## src/rtl/cpu_pkg.sv

```systemverilog
// Shared definitions for the 8-bit datapath: op codes, ALU stage state encoding, data width.
// Pure declarations; no logic and no timing of its own.
package cpu_pkg;

  localparam int DATA_W = 8;

  localparam logic [3:0] OP_PASSB = 4'd0;
  localparam logic [3:0] OP_ADD   = 4'd1;
  localparam logic [3:0] OP_SUB   = 4'd2;
  localparam logic [3:0] OP_AND   = 4'd3;
  localparam logic [3:0] OP_OR    = 4'd4;
  localparam logic [3:0] OP_XOR   = 4'd5;
  localparam logic [3:0] OP_NOTA  = 4'd6;
  localparam logic [3:0] OP_SHL   = 4'd7;
  localparam logic [3:0] OP_SHR   = 4'd8;
  localparam logic [3:0] OP_MUL   = 4'd9;

  typedef enum logic [1:0] {
    ST_IDLE = 2'd0,
    ST_MUL  = 2'd1,
    ST_DONE = 2'd2
  } state_t;

endpackage

```

## src/rtl/alu_mul_iter.sv

```systemverilog
// Shift-add multiplier datapath: load on start, one iteration per clock, last flags final iteration.
// Result visible on prod_next during the last iteration; MUL_CYCLES iterations after load, no stall.
module alu_mul_iter #(
  parameter int WIDTH      = 8,
  parameter int MUL_CYCLES = WIDTH
) (
  input  logic               clk,
  input  logic               reset,
  input  logic               start,
  input  logic [WIDTH-1:0]   a,
  input  logic [WIDTH-1:0]   b,
  output logic [2*WIDTH-1:0] prod_next,
  output logic               last
);

  localparam int CW = $clog2(MUL_CYCLES + 1);

  logic [CW-1:0]      cnt;
  logic               active;
  logic [2*WIDTH-1:0] mcand;
  logic [WIDTH-1:0]   mplier;
  logic [2*WIDTH-1:0] prod;

  assign prod_next = prod + (mplier[0] ? mcand : '0);
  assign last      = active && (cnt == CW'(MUL_CYCLES - 1));

  always_ff @(posedge clk or negedge reset) begin
    if (!reset) begin
      cnt    <= '0;
      active <= 1'b0;
      mcand  <= '0;
      mplier <= '0;
      prod   <= '0;
    end else if (start) begin
      cnt    <= '0;
      active <= 1'b1;
      mcand  <= {{WIDTH{1'b0}}, a};
      mplier <= b;
      prod   <= '0;
    end else if (active) begin
      prod   <= prod_next;
      mcand  <= {mcand[2*WIDTH-2:0], 1'b0};
      mplier <= {1'b0, mplier[WIDTH-1:1]};
      if (last) begin
        active <= 1'b0;
      end else begin
        cnt <= cnt + 1'b1;
      end
    end
  end

endmodule

```

## src/rtl/alu_seq.sv

```systemverilog
// Multi-cycle ALU stage feeding the accumulator: 1-cycle logic/add/sub, MUL_CYCLES+1 cycles for MUL.
// start is only accepted while not busy; requests during MUL are dropped, not queued.
module alu_seq
  import cpu_pkg::*;
#(
  parameter int WIDTH      = DATA_W,
  parameter int MUL_CYCLES = WIDTH
) (
  input  logic             clk,
  input  logic             reset,
  input  logic             start,
  input  logic [3:0]       op,
  input  logic [WIDTH-1:0] a,
  input  logic [WIDTH-1:0] b,
  output logic [WIDTH-1:0] result,
  output logic             carry,
  output logic             zero,
  output logic             negative,
  output logic             busy,
  output logic             done,
  output logic             load_acc
);

  state_t state, state_nxt;

  logic               cap;
  logic               op_ok;
  logic               op_vld_q;
  logic [WIDTH-1:0]   alu_res;
  logic               alu_c;
  logic [2*WIDTH-1:0] prod_next;
  logic               mul_last;

  alu_mul_iter #(
    .WIDTH      (WIDTH),
    .MUL_CYCLES (MUL_CYCLES)
  ) u_mul (
    .clk       (clk),
    .reset     (reset),
    .start     (cap && (op == OP_MUL)),
    .a         (a),
    .b         (b),
    .prod_next (prod_next),
    .last      (mul_last)
  );

  assign cap = start && (state != ST_MUL);

  // Combinational decode of the single-cycle ops; MUL is only flagged valid here.
  always_comb begin
    alu_res = '0;
    alu_c   = 1'b0;
    op_ok   = 1'b1;
    case (op)
      OP_PASSB: alu_res = b;
      OP_ADD:   {alu_c, alu_res} = {1'b0, a} + {1'b0, b};
      OP_SUB:   {alu_c, alu_res} = {1'b0, a} - {1'b0, b};
      OP_AND:   alu_res = a & b;
      OP_OR:    alu_res = a | b;
      OP_XOR:   alu_res = a ^ b;
      OP_NOTA:  alu_res = ~a;
      OP_SHL: begin
        alu_res = {a[WIDTH-2:0], 1'b0};
        alu_c   = a[WIDTH-1];
      end
      OP_SHR: begin
        alu_res = {1'b0, a[WIDTH-1:1]};
        alu_c   = a[0];
      end
      OP_MUL:   op_ok = 1'b1;
      default:  op_ok = 1'b0;
    endcase
  end

  always_ff @(posedge clk or negedge reset) begin
    if (!reset) begin
      state <= ST_IDLE;
    end else begin
      state <= state_nxt;
    end
  end

  always_comb begin
    state_nxt = ST_IDLE;
    case (state)
      ST_IDLE, ST_DONE: begin
        if (start) begin
          state_nxt = (op == OP_MUL) ? ST_MUL : ST_DONE;
        end
      end
      ST_MUL:  state_nxt = mul_last ? ST_DONE : ST_MUL;
      default: state_nxt = ST_IDLE;
    endcase
  end

  always_comb begin
    busy     = (state == ST_MUL);
    done     = (state == ST_DONE);
    load_acc = (state == ST_DONE) && op_vld_q;
  end

  // Illegal ops leave result and flags untouched; MUL writes them on its final iteration.
  always_ff @(posedge clk or negedge reset) begin
    if (!reset) begin
      result   <= '0;
      carry    <= 1'b0;
      zero     <= 1'b0;
      negative <= 1'b0;
      op_vld_q <= 1'b0;
    end else if (cap) begin
      op_vld_q <= op_ok;
      if (op_ok && (op != OP_MUL)) begin
        result   <= alu_res;
        carry    <= alu_c;
        zero     <= (alu_res == '0);
        negative <= alu_res[WIDTH-1];
      end
    end else if ((state == ST_MUL) && mul_last) begin
      result   <= prod_next[WIDTH-1:0];
      carry    <= |prod_next[2*WIDTH-1:WIDTH];
      zero     <= (prod_next[WIDTH-1:0] == '0);
      negative <= prod_next[WIDTH-1];
    end
  end

endmodule
```

## config.mk

```make
export PLATFORM = sky130hd
export DESIGN_NAME = alu_seq
export DESIGN_NICKNAME = d
export VERILOG_FILES = /design/src/rtl/cpu_pkg.sv /design/src/rtl/alu_mul_iter.sv /design/src/rtl/alu_seq.sv
export SDC_FILE = /design/constraint.sdc
export NUM_CORES = 1
export LEC_CHECK = 0
export CORE_ASPECT_RATIO = 2
export CORE_MARGIN = 2
export CORE_UTILIZATION = 50
export DETAILED_ROUTE_END_ITERATION = 10
export HOLD_SLACK_MARGIN = 0.15
export MAX_ROUTING_LAYER = met4
export PLACE_DENSITY_LB_ADDON = 0.05
export SYNTH_ARGS = -nofsm -noshare
export SYNTH_HDL_FRONTEND = slang
export SYNTH_SLANG_ARGS = --single-unit
export TNS_END_PERCENT = 20
```

## constraint.sdc

```tcl
create_clock -name clk -period 3.6 [get_ports clk]
set_input_delay 0.36 -clock clk [delete_from_list [all_inputs] [get_ports clk]]
set_output_delay 0.36 -clock clk [all_outputs]
set_load 0.02 [all_outputs]
```

==> impl_metrics.py <==
metrics = {
    "setup_path": {
        "reg2reg_slack_ns": 0.39,
        "crit_chain": "clkdlybuf4s50_1 > inv_1 > ha_1 > fa_1 > nor3_1 > nor3_1 > a221oi_1 > o211ai_1 > nor4_1 > nand4_1 > a31oi_1",
        "crit_top_cell": "nor3_1",
        "worstSetupEndpointType": "register",
        "r2r_end": "carry$_DFFE_PN0P_",
        "r2r_start": "u_mul.mplier[0]$_DFFE_PN0P_",
        "arrival_ns": 3.54,
        "crit_fanout": 6,
        "path_class": "input port to register",
        "slowest_delay_ns": 0.59,
        "worstPathRequired_ns": 3.85,
        "rr_worst_depth": 10,
        "cp_slowest_cell": "clkdlybuf4s50_1",
        "worst_setup_path_start_kind": "input port",
    },
    "cts": {
        "clkTransAtPathRegs_ns": 0.05,
        "root_buffer": "clkbuf_16",
        "cts_tree": "yes",
        "cts_buffers": 9,
        "cts_resized": 0,
        "cts_sinks": 58,
        "postCtsHoldBufs": 0,
        "h-tree-depth": 3,
        "clock_latency_ns": 0.33,
        "clock_path_buffers": 2,
        "post_cts_buffers": 0,
    },
    "timing": {
        "setup_viol": 0,
        "worstMarginPinSlew_ns": 1.07,
        "skew_ns": 0.00425,
        "fin_tns_setup_ns": 0,
        "rsz0062_at_grt": "no",
        "post-route-min-period_ns": 3.29,
        "fin_crit_sh_pct": 91.3,
        "drv_slew": 0,
        "timing.slew.headroom_pct": 28.9,
        "postLayoutSetupSlackWorst_ns": 0.312,
        "hold_viol_final": 0,
        "holdWs_ns": 0.228,
        "max_freq_mhz": 304,
    },
    "route": {
        "vias": 4622,
        "drtPass1Iterations": 5,
        "wl_per_cell_um": 21.0,
        "final_antenna_net_count": 0,
        "drc": 0,
        "wl_um": 15900,
        "drt_iter0_drc": 287,
        "viasPerCell": 6.11,
    },
    "global_routing": {
        "grtUsageMet1_pct": 29.9,
        "antenna_found_initial": 0,
        "grt_busiest_layer": "met2",
        "grt_overflow": 0,
        "grt_use_total_pct": 32.0,
        "grtUsageMet3_pct": 3.83,
        "grt_max_degree": 48,
        "grt_pass1_wl_um": 24400,
        "grt_pass1_vias": 4609,
        "gr-usage-met2_pct": 58.2,
    },
    "power_and_ir_drop": {
        "total_leakage_power_nw": 2.68,
        "ir_worst_vdd_uv": 261,
        "power.density_nw_per_um2": 588,
    },
    "synthesis": {
        "ys_warn_count": 0,
        "synth_area_leaders": "dfrtp_1 29%, ha_1 10%, mux2i_1 8.7%, nor2_1 4.2%, nand2_1 4.0%",
        "async_flop_share_pct": 100,
        "synth_top_area_share_pct": 29.4,
        "ys_ff_latch": 58,
        "seq_area_frac_synth_pct": 29.4,
        "syn_inst": 580,
        "yosysTopAreaCell": "dfrtp_1",
        "synth_fp_nets": 646,
        "synth-main-ff-cell": "dfrtp_1",
        "synthDistinctLibCells": 67,
        "synth.avg_cell_area_um2": 8.52,
        "yosysMostFrequentCell": "dfrtp_1",
        "synth_edf_count": 0,
        "synth_common_cells": "58 x dfrtp_1, 55 x nor2_1, 53 x nand2_1",
        "synthesis.area_um2": 4940,
    },
    "placement": {
        "postPlaceCellArea_um2": 5520,
        "post-dp-hpwl_um": 12600,
        "pre_cts_slack_ns": 0.0774,
        "place.gp.congestion": 1.04,
        "portBuffers": 36,
    },
    "finish": {
        "drive_gt1_share_pct": 10.6,
        "nFillCells": 909,
        "final_area_um2": 5800,
        "utilization_pct": 59.8,
        "n_antenna_cell": 0,
        "fin_nets": 687,
        "areaGrowthSynthToFinish_pct": 17.3,
    },
    "run_status": {
        "status": "finished, final reports clean",
    },
    "die": {
        "rows": 51,
        "fp.dieH_um": 145,
        "die-area_um2": 10700,
        "start_util_pct": 50.9,
        "io_pins": 37,
        "die_w_um": 74.3,
        "fp.coreArea_um2": 9700,
    },
    "worst_hold_path": {
        "hp-class": "input port to async pin",
    },
    "run": {
        "maxCapViolCount": 0,
    },
}
==> cells in the final DEF, fill, tap and decap left out, types with 5 or more instances in the layout <==
master           Yosys  routed
a221oi_1             6       6
nand3_1             10      10
ha_1                40      40
buf_4                1      24
nand2b_1            11      11
o21ai_0             35      35
o22ai_1              9       9
nand3b_1             5       5
a21o_1               8       8
or3_1                5       5
clkdlybuf4s50_1      0      35
a31oi_1              6       6
nand2_1             53      53
xnor2_1             11      11
xor2_1               6       6
nor2b_1             10      10
nor3_1              13      13
nor2_1              55      54
clkbuf_16            0       9
mux2i_1             43      43
dfrtp_1             58      57
and3_1               5       5
inv_1               29      29
a21oi_1             32      32
and2_1              19      19
nor4_1               7       7
==> registers in the layout, indices dropped and copies added, names as in the netlist <==
name          cells
u_mul.mcand      16
u_mul.prod       16
result            8
u_mul.mplier      8
u_mul.cnt         4
state             2
carry             1
op_vld_q          1
u_mul.active      1
zero              1
==> metrics by stage <==
stage / cells / power [mW]
3_5_place_dp: 742 / 2.62
3_3_place_gp: 742 / 2.57
2_1_floorplan: 580 / 2.13
5_1_grt: 757 / 3.62
4_1_cts: 757 / 3.41
6_report: 757 / 3.41
==> worst max path at each step <==
stage / from / to / slack [ns] / depth (start not counted)
global placement: a[0] / zero$_DFFE_PN0P_ / 0.17 / 11
detailed placement: a[0] / zero$_DFFE_PN0P_ / 0.08 / 11
global route: a[0] / zero$_DFFE_PN0P_ / 0.06 / 11
CTS: a[0] / zero$_DFFE_PN0P_ / 0.41 / 11
finish: a[0] / zero$_DFFE_PN0P_ / 0.31 / 11
floorplan: u_mul.mplier[0]$_DFFE_PN0P_ / carry$_DFFE_PN0P_ / 0.85 / 10
==> worst max-delay path, delay by kind of cell <==
kind / cells / cell delay, ns
and+or+nand+nor: 4 / 1.11
AOI/OAI and AO/OA: 3 / 0.70
buffers and inverters: 2 / 0.69
adders and majority gates: 2 / 0.68
==> final cells by class <==
type | instances | area, µm² | share of cell area [%]
Clock buffer | 12 | 256 | 4.43
Tap cell | 132 | 165 | 2.85
Sequential cell | 58 | 1450 | 25.1
Inverter | 29 | 109 | 1.88
Multi-Input combinational cell | 463 | 3260 | 56.3
Clock inverter | 3 | 15.0 | 0.259
Timing Repair Buffer | 60 | 536 | 9.24
==> logic make-up (layout without fill, tap and decap cells) <==
group | count (synthesis) | in the layout | share of synthesized area, %
AO/OA/AOI/OAI | 147 | 147 | 20.8
XOR/XNOR | 17 | 17 | 3.01
adder cells (fa/ha/maj) | 43 | 43 | 11.3
buffers and inverters | 59 | 104 | 4.74
flip-flops | 58 | 58 | 29.4
multiplexers | 47 | 47 | 9.63
AND/OR/NAND/NOR | 209 | 209 | 21.1
==> layer usage <==
layer / vias up / share of wire, %
met5: - / 0
met4: 0 / 7.3
met2: 158 / 55
li1: 2180 / -
met3: 59 / 3.5
met1: 2225 / 34
==> report_power, final <==
part / total [mW] / internal (mW) / switching, mW
sequential: 1.07 / 0.891 / 0.183
combinational: 1.55 / 0.666 / 0.885
clock: 0.779 / 0.494 / 0.285
total: 3.41 / 2.05 / 1.35
No activity file was read; power rests on OpenSTA's default activity.
